File: src/rtl/drm_64x8192_arb.sv
// Two-requester access controller for the 64x8192 byte-enabled dual-port RAM.
// m0 reads only, m1 reads/writes; reads share the RAM read port round-robin.
module drm_64x8192_arb #(
   parameter int unsigned ADDR_WIDTH = 13,
   parameter int unsigned DATA_WIDTH = 64,
   parameter int unsigned BE_WIDTH   = 8,
   parameter int unsigned CLEAR_EN   = 0
) (
   input  logic                  clk,
   input  logic                  rst,
   input  logic                  m0_req_valid,
   output logic                  m0_req_ready,
   input  logic [ADDR_WIDTH-1:0] m0_req_addr,
   output logic                  m0_rsp_valid,
   output logic [DATA_WIDTH-1:0] m0_rsp_data,
   input  logic                  m1_req_valid,
   output logic                  m1_req_ready,
   input  logic                  m1_req_wr,
   input  logic [ADDR_WIDTH-1:0] m1_req_addr,
   input  logic [DATA_WIDTH-1:0] m1_req_wdata,
   input  logic [BE_WIDTH-1:0]   m1_req_be,
   output logic                  m1_rsp_valid,
   output logic [DATA_WIDTH-1:0] m1_rsp_data,
   output logic                  ram_wr_en,
   output logic [ADDR_WIDTH-1:0] ram_wr_addr,
   output logic [DATA_WIDTH-1:0] ram_wr_data,
   output logic [BE_WIDTH-1:0]   ram_wr_byte_en,
   output logic [ADDR_WIDTH-1:0] ram_rd_addr,
   input  logic [DATA_WIDTH-1:0] ram_rd_data,
   output logic                  busy
);

   localparam logic [0:0] ST_CLEAR = 1'b0;
   localparam logic [0:0] ST_RUN   = 1'b1;
   localparam logic [0:0] ST_RESET = (CLEAR_EN != 0) ? ST_CLEAR : ST_RUN;

   logic [0:0]            state_q, state_d;
   logic [ADDR_WIDTH-1:0] clr_q, clr_d;
   logic                  ptr_q, ptr_d;      // 0 = m0 has priority on a tie
   logic                  rsp0_q, rsp0_d;
   logic                  rsp1_q, rsp1_d;
   logic                  wr_c, cand0_c, cand1_c, gnt0_c, gnt1_c;

   always_ff @(posedge clk) begin
      if (rst) begin
         state_q <= ST_RESET;
         clr_q   <= '0;
         ptr_q   <= 1'b0;
         rsp0_q  <= 1'b0;
         rsp1_q  <= 1'b0;
      end else begin
         state_q <= state_d;
         clr_q   <= clr_d;
         ptr_q   <= ptr_d;
         rsp0_q  <= rsp0_d;
         rsp1_q  <= rsp1_d;
      end
   end

   always_comb begin
      state_d        = state_q;
      clr_d          = clr_q;
      ptr_d          = ptr_q;
      rsp0_d         = 1'b0;
      rsp1_d         = 1'b0;
      wr_c           = 1'b0;
      cand0_c        = 1'b0;
      cand1_c        = 1'b0;
      gnt0_c         = 1'b0;
      gnt1_c         = 1'b0;
      m0_req_ready   = 1'b0;
      m1_req_ready   = 1'b0;
      ram_wr_en      = 1'b0;
      ram_wr_addr    = m1_req_addr;
      ram_wr_data    = m1_req_wdata;
      ram_wr_byte_en = m1_req_be;
      ram_rd_addr    = '0;
      busy           = 1'b0;

      if (rst) begin
         busy = (CLEAR_EN != 0);
      end else begin
         case (state_q)
            ST_CLEAR: begin
               busy           = 1'b1;
               ram_wr_en      = 1'b1;
               ram_wr_addr    = clr_q;
               ram_wr_data    = '0;
               ram_wr_byte_en = '1;
               clr_d          = clr_q + ADDR_WIDTH'(1);
               if (clr_q == '1) state_d = ST_RUN;
            end
            default: begin
               wr_c      = m1_req_valid & m1_req_wr;
               ram_wr_en = wr_c;
               // m0 reading the word m1 is writing waits one cycle for the new data
               cand0_c   = m0_req_valid & ~(wr_c & (m1_req_addr == m0_req_addr));
               cand1_c   = m1_req_valid & ~m1_req_wr;
               if (cand0_c & cand1_c) begin
                  gnt0_c = ~ptr_q;
                  gnt1_c = ptr_q;
                  ptr_d  = ~ptr_q;
               end else begin
                  gnt0_c = cand0_c;
                  gnt1_c = cand1_c;
               end
               m0_req_ready = gnt0_c;
               m1_req_ready = wr_c | gnt1_c;
               if (gnt0_c)      ram_rd_addr = m0_req_addr;
               else if (gnt1_c) ram_rd_addr = m1_req_addr;
               rsp0_d = gnt0_c;
               rsp1_d = gnt1_c;
            end
         endcase
      end
   end

   assign m0_rsp_valid = rsp0_q & ~rst;
   assign m1_rsp_valid = rsp1_q & ~rst;
   assign m0_rsp_data  = ram_rd_data;
   assign m1_rsp_data  = ram_rd_data;

endmodule

File: config.mk
export PLATFORM = sky130hd
export DESIGN_NAME = drm_64x8192_arb
export DESIGN_NICKNAME = d
export VERILOG_FILES = /design/src/rtl/drm_64x8192_arb.sv
export SDC_FILE = /design/constraint.sdc
export NUM_CORES = 1
export LEC_CHECK = 0
export ABC_CLOCK_PERIOD_IN_PS = 1500
export BUFFER_PORTS_ARGS = -buffer_cell sky130_fd_sc_hd__buf_2
export CORE_AREA = 2 2 154 156
export DETAILED_ROUTE_END_ITERATION = 8
export DIE_AREA = 0 0 156 158
export GPL_ROUTABILITY_DRIVEN = 0
export GPL_TIMING_DRIVEN = 0
export HOLD_SLACK_MARGIN = 0.08
export PLACE_DENSITY = 0.45
export SETUP_SLACK_MARGIN = 0.05
export SLEW_MARGIN = 5
export SYNTH_ARGS = -nofsm -noshare
export SYNTH_HDL_FRONTEND = slang
export SYNTH_SLANG_ARGS = --single-unit
File: constraint.sdc
create_clock -name clk -period 1.5 [get_ports clk]
set_input_delay 0.075 -clock clk [delete_from_list [all_inputs] [get_ports clk]]
set_output_delay 0.075 -clock clk [all_outputs]
set_load 0.005 [all_outputs]
==> impl_metrics.yaml, run 1 <==
timing:
  slew_violations: 0
  finalClockSkew_ns: 0.00226
  period_share_pct: 110
  rsz0062_at_grt: "true"
  period_needed_ns: 1.65
  fmax_mhz: 606
  fin_ws_ns: -0.149
  setup_violations: 57
  worst_pin_slew_ns: 0.524
  hold_viol_final: 0
  relSlewSlack_pct: 65.1
finish:
  layout_commonest_cell: "buf_2"
  final_nets: 905
  drive_above_1_share_pct: 82.5
  n_antenna_cell: 0
  final_cell_mix: "buf_2, buf_4, buf_6, nor2b_1, nor2b_4"
  areaGrowthSynthToFinish_pct: 123
yosys:
  synth-adder-area-share_pct: 0.449
  synthMuxAreaShare_pct: 5.61
  synthXorXnorAreaFrac_pct: 7.86
  ys_types: 35
  synth_top_family_by_area: "buffers and inverters"
  ys_seq_area_share_pct: 12.2
  synth_cells: 367
  yosys.area_share.simple_pct: 27.3
  synth-main-ff-cell: "dfxtp_1"
  synth_edf_count: 0
  async_flop_share_pct: 0
  synth_nets: 535
  synth.avg_cell_area_sq_um: 7.59
  synth_seq_cells: 17
  yosysWarnings: 0
  synth_area_sq_um: 2790
  synth_compound_area_share_pct: 6.92
pwr:
  irDropWorstVdd_mv: 0.355
  leakagePower_nw: 3.44
  powerDensity_nw_per_um2: 356
  finalPower_mw: 2.22
floorplan:
  die-area_sq_um: 24600
  core_sq_um: 23100
  initial_utilization_pct: 12.1
  die_h_um: 158
  num_io_pins: 399
  dieWidth_um: 156
  rows: 56
drt:
  vias: 3580
  wire_per_inst_um: 14.1
  routed_wirelength_um: 14500
  vias_per_cell: 3.49
  drt_pass1_iterations: 4
  first_iter_violations: 104
  drc: 0
  antenna_left: 0
min_path:
  hold_class: "in2reg"
setup_path:
  startpoint_type: "flip-flop"
  worstPathArrival_ns: 1.84
  crit_required_ns: 1.69
  path_max_fanout: 4
  endpoint_kind: "flip-flop"
  worstSetupPathType: "reg2reg"
global_route:
  gr-usage-all-layers_pct: 10.1
  gr-total-overflow: 0
  antenna_found_initial: 3
  grt_max_degree: 11
  grt_first_pass_wirelength_um: 18700
  grt_pass1_vias: 3293
clock_tree:
  htree_num_levels: 1
  cts_buffers: 3
  clock_sinks: 17
  worstSkewPairLatency_ns: 0.25
  cts_tree: "done"
  clk_pin_slew_ns: 0.05
  clockBufferDepth: 2
  root_buffer: "clkbuf_16"
placed_design:
  dp_hpwl_um: 11900
  portBuffers: 333
  place_worst_setup_slack_ns: -0.501
flow_run:
  max_cap_viol_count: 0
outcome:
  failed_checks: "setup timing"
  status: "complete, but fails checks"
## state kept, by name, indices dropped and copies added (netlist names)
register	cells
rsp0_q	1
clr_q	13
rsp1_q	1
ptr_q	1
state_q	1
## what timing repair did
item | 4_1_cts | 5_1_grt
gates cloned | 5 | 4
endpoints found under the hold margin | 1 | 0
pin swaps | 17 | 12
hold buffers | 1 | 0
setup buffers | 17 | 9
endpoints found under the setup margin | 105 | 106
gates resized for setup | 137 | 94
## critical path, stage by stage (launching register included)
cell      delay (ns)
dfxtp_2         0.31
buf_6           0.13
buf_4           0.13
buf_6           0.11
nand3b_4        0.15
or2_4           0.27
or3_4           0.37
a21oi_2         0.13
## area by class of cell
class / instances / area [sq um]
multi-input cells: 191 / 1860
repair buffers: 367 / 2310
well taps: 290 / 363
fillers: 2526 / 16800
inverters: 15 / 56.3
plain buffers: 142 / 1210
clock buffers: 4 / 78.8
flip-flops and latches: 17 / 345
## worst paths after layout
| check | to | depth (start not counted) | from | slack (ns) |
|---|---|---|---|---|
| max | clr_q[12] | 7 | state_q | -0.15 |
| min | clr_q[10] | 2 | rst | 0.08 |
| max reg2reg | clr_q[12] | 7 | state_q | -0.15 |
| min reg2reg | clr_q[11] | 2 | clr_q[11] | 0.55 |
## cells in the mapped netlist, types with 3 or more instances
| master | n | area [sq um] |
|---|---|---|
| o31ai_1 | 12 | 90.1 |
| nand3_1 | 7 | 35.0 |
| inv_1 | 15 | 56.3 |
| buf_4 | 129 | 968 |
| nor2b_1 | 68 | 425 |
| xor2_1 | 7 | 61.3 |
| clkbuf_1 | 10 | 37.5 |
| nand2_1 | 15 | 56.3 |
| mux2_2 | 13 | 146 |
| xnor2_1 | 18 | 158 |
| nor2_1 | 14 | 52.6 |
| or2_2 | 8 | 50.1 |
| nand4_1 | 6 | 37.5 |
| buf_6 | 3 | 33.8 |
| dfxtp_1 | 17 | 340 |
## power by group
group	switching (mW)	total, mW	internal, mW	leakage, nW
logic	0.429	1.22	0.791	3.26
registers	0.00188	0.458	0.456	0.138
clock network	0.178	0.539	0.361	0.0382
total	0.609	2.22	1.61	3.44
## metal layers
metal,vias to the layer above,global-route usage (%),part of all wire (%)
li1,1774,-,-
met2,215,18.6,52
met3,11,2.93,9.4
met4,6,2.10,0.76
met1,1574,11.5,38
met5,-,0,0.28
## cells by family (layout without fill, tap and decap cells)
family          after synthesis  in the layout
compound gates               21             21
xor+xnor                     25             25
fa+ha+maj                     1              1
buf+inv                     159            528
flops                        17             17
mux                          14             14
simple gates                130            130
## stage by stage
step	hold slack [ns]	util, %	instance area, sq um	setup TNS, ns	cells
after floorplan	0.231	-	2790	0	367
after global placement	0.317	20.9	4820	-26.20	990
after detailed placement	0.316	20.9	4820	-23.85	990
after CTS	0.0847	24.7	5700	-5.41	1015
after global routing	0.0972	27.0	6230	-8.83	1026
final	0.0805	27.0	6230	-5.42	1026
No activity file was read; power rests on OpenSTA's default activity.
==> run 2: changes to the inputs <==
--- a/config.mk
+++ b/config.mk
@@ -15,6 +15,7 @@
 export HOLD_SLACK_MARGIN = 0.08
 export PLACE_DENSITY = 0.45
 export SETUP_SLACK_MARGIN = 0.05
+export SKIP_CTS_REPAIR_TIMING = 1
 export SLEW_MARGIN = 5
 export SYNTH_ARGS = -nofsm -noshare
 export SYNTH_HDL_FRONTEND = slang
==> impl_metrics.yaml, run 2 (synthesis gave the netlist of run 1 again) <==
placed_design:
  portBuffers: 333
  place_worst_setup_slack_ns: -0.501
  dp_hpwl_um: 11900
drt:
  wire_per_inst_um: 13.8
  antenna_left: 0
  routed_wirelength_um: 14000
  drt_pass1_iterations: 5
  first_iter_violations: 78
  vias: 3495
  drc: 0
  vias_per_cell: 3.45
timing:
  hold_viol_final: 0
  period_share_pct: 117
  setup_violations: 59
  rsz0062_at_grt: "true"
  setup_tns_ns: -6.16
  period_needed_ns: 1.75
  fin_ws_ns: -0.254
  slew_violations: 0
  finalClockSkew_ns: 0.00310
  relSlewSlack_pct: 65.5
  fmax_mhz: 570
  worst_pin_slew_ns: 0.517
floorplan:
  core_sq_um: 23100
  die_h_um: 158
  num_io_pins: 399
  die-area_sq_um: 24600
  dieWidth_um: 156
  initial_utilization_pct: 12.1
  rows: 56
global_route:
  gr-total-overflow: 0
  antenna_found_initial: 3
  grt_max_degree: 11
  grt_pass1_vias: 3121
  grt_first_pass_wirelength_um: 17500
  gr-usage-all-layers_pct: 9.46
setup_path:
  worstSetupPathType: "reg2out"
  cpMostUsedCell: "buf_6"
  critPathSlowestCell: "dfxtp_2"
  worstPathArrival_ns: 1.68
  startpoint_type: "flip-flop"
  critical_path.max_stage_delay_ns: 0.33
  endpoint_kind: "primary output"
  crit_required_ns: 1.42
  cp_cell_sequence: "buf_6 -> nand2b_4 -> a2111oi_4 -> buf_6 -> clkbuf_16 -> nand2_2 -> o31ai_2 -> buf_2"
  path_max_fanout: 5
finish:
  final_nets: 893
  nFillCells: 2564
  multi_input_area_sq_um: 1630
  largest_reg_flops: 13
  final_cell_mix: "buf_2, buf_4, nor2b_1, buf_6, xnor2_1"
  drive_above_1_share_pct: 80.2
  areaGrowthSynthToFinish_pct: 104
  regMostFlops: "clr_q"
  utilization_pct: 24.7
  n_antenna_cell: 0
  layout_commonest_cell: "buf_2"
  regArea_sq_um: 357
clock_tree:
  clock_sinks: 17
  worstSkewPairLatency_ns: 0.25
  cts_tree: "done"
  clk_pin_slew_ns: 0.05
  root_buffer: "clkbuf_16"
  htree_num_levels: 1
  cts_buffers: 3
  clockBufferDepth: 2
outcome:
  status: "complete, but fails checks"
  failed_checks: "setup timing"
pwr:
  powerDensity_nw_per_um2: 370
  leakagePower_nw: 3.13
  irDropWorstVdd_mv: 0.367
min_path:
  hold_class: "in2reg"
flow_run:
  max_cap_viol_count: 0
run 2: layout make-up:
type	count	share of cell area, %
sequential	17	6.26
timing repair buffer	354	35.8
clock buffer	4	1.38
tap	290	6.37
multi-input combinational	191	28.6
inverter	15	0.989
buffer	143	20.6
run 2: final timing paths:
kind	startpoint	cells after the start	end	slack [ns]
setup / recovery	state_q	8	ram_rd_addr[6]	-0.25
setup reg to reg	state_q	7	clr_q[3]	-0.01
hold reg to reg	clr_q[12]	2	clr_q[12]	0.54
hold / removal	rst	2	clr_q[12]	0.07
run 2: where the power goes:
part	total [mW]	internal, mW	switching (mW)	leakage (nW)
Sequential	0.454	0.452	0.00138	0.142
Combinational	1.11	0.708	0.404	2.95
Clock	0.541	0.361	0.180	0.0382
Total	2.11	1.52	0.586	3.13
run 2: per-stage QoR:
step | instance area, sq um | std cells | hold WS, ns | total power, mW
6_report | 5690 | 1014 | 0.0750 | 2.11
5_1_grt | 5690 | 1014 | 0.0979 | 2.24
4_1_cts | 4890 | 994 | 0.0706 | 2.04
3_5_place_dp | 4820 | 990 | 0.316 | 1.49
3_3_place_gp | 4820 | 990 | 0.317 | 1.48
2_1_floorplan | 2790 | 367 | 0.231 | 0.963
run 2: per-layer routing:
layer | part of all wire [%] | GRT usage [%] | vias to the layer above
li1 | - | - | 1748
met1 | 38 | 11.0 | 1516
met2 | 51 | 17.1 | 214
met3 | 9.7 | 2.90 | 11
met4 | 0.79 | 2.10 | 6
met5 | 0.24 | 0 | -
run 2: critical path: cells and delay by family (launching register included):
family / cells / cell delay (ns)
AND/OR/NAND/NOR: 2 / 0.12
flip-flops: 1 / 0.33
AO/OA/AOI/OAI: 2 / 0.33
buffers and inverters: 4 / 0.63
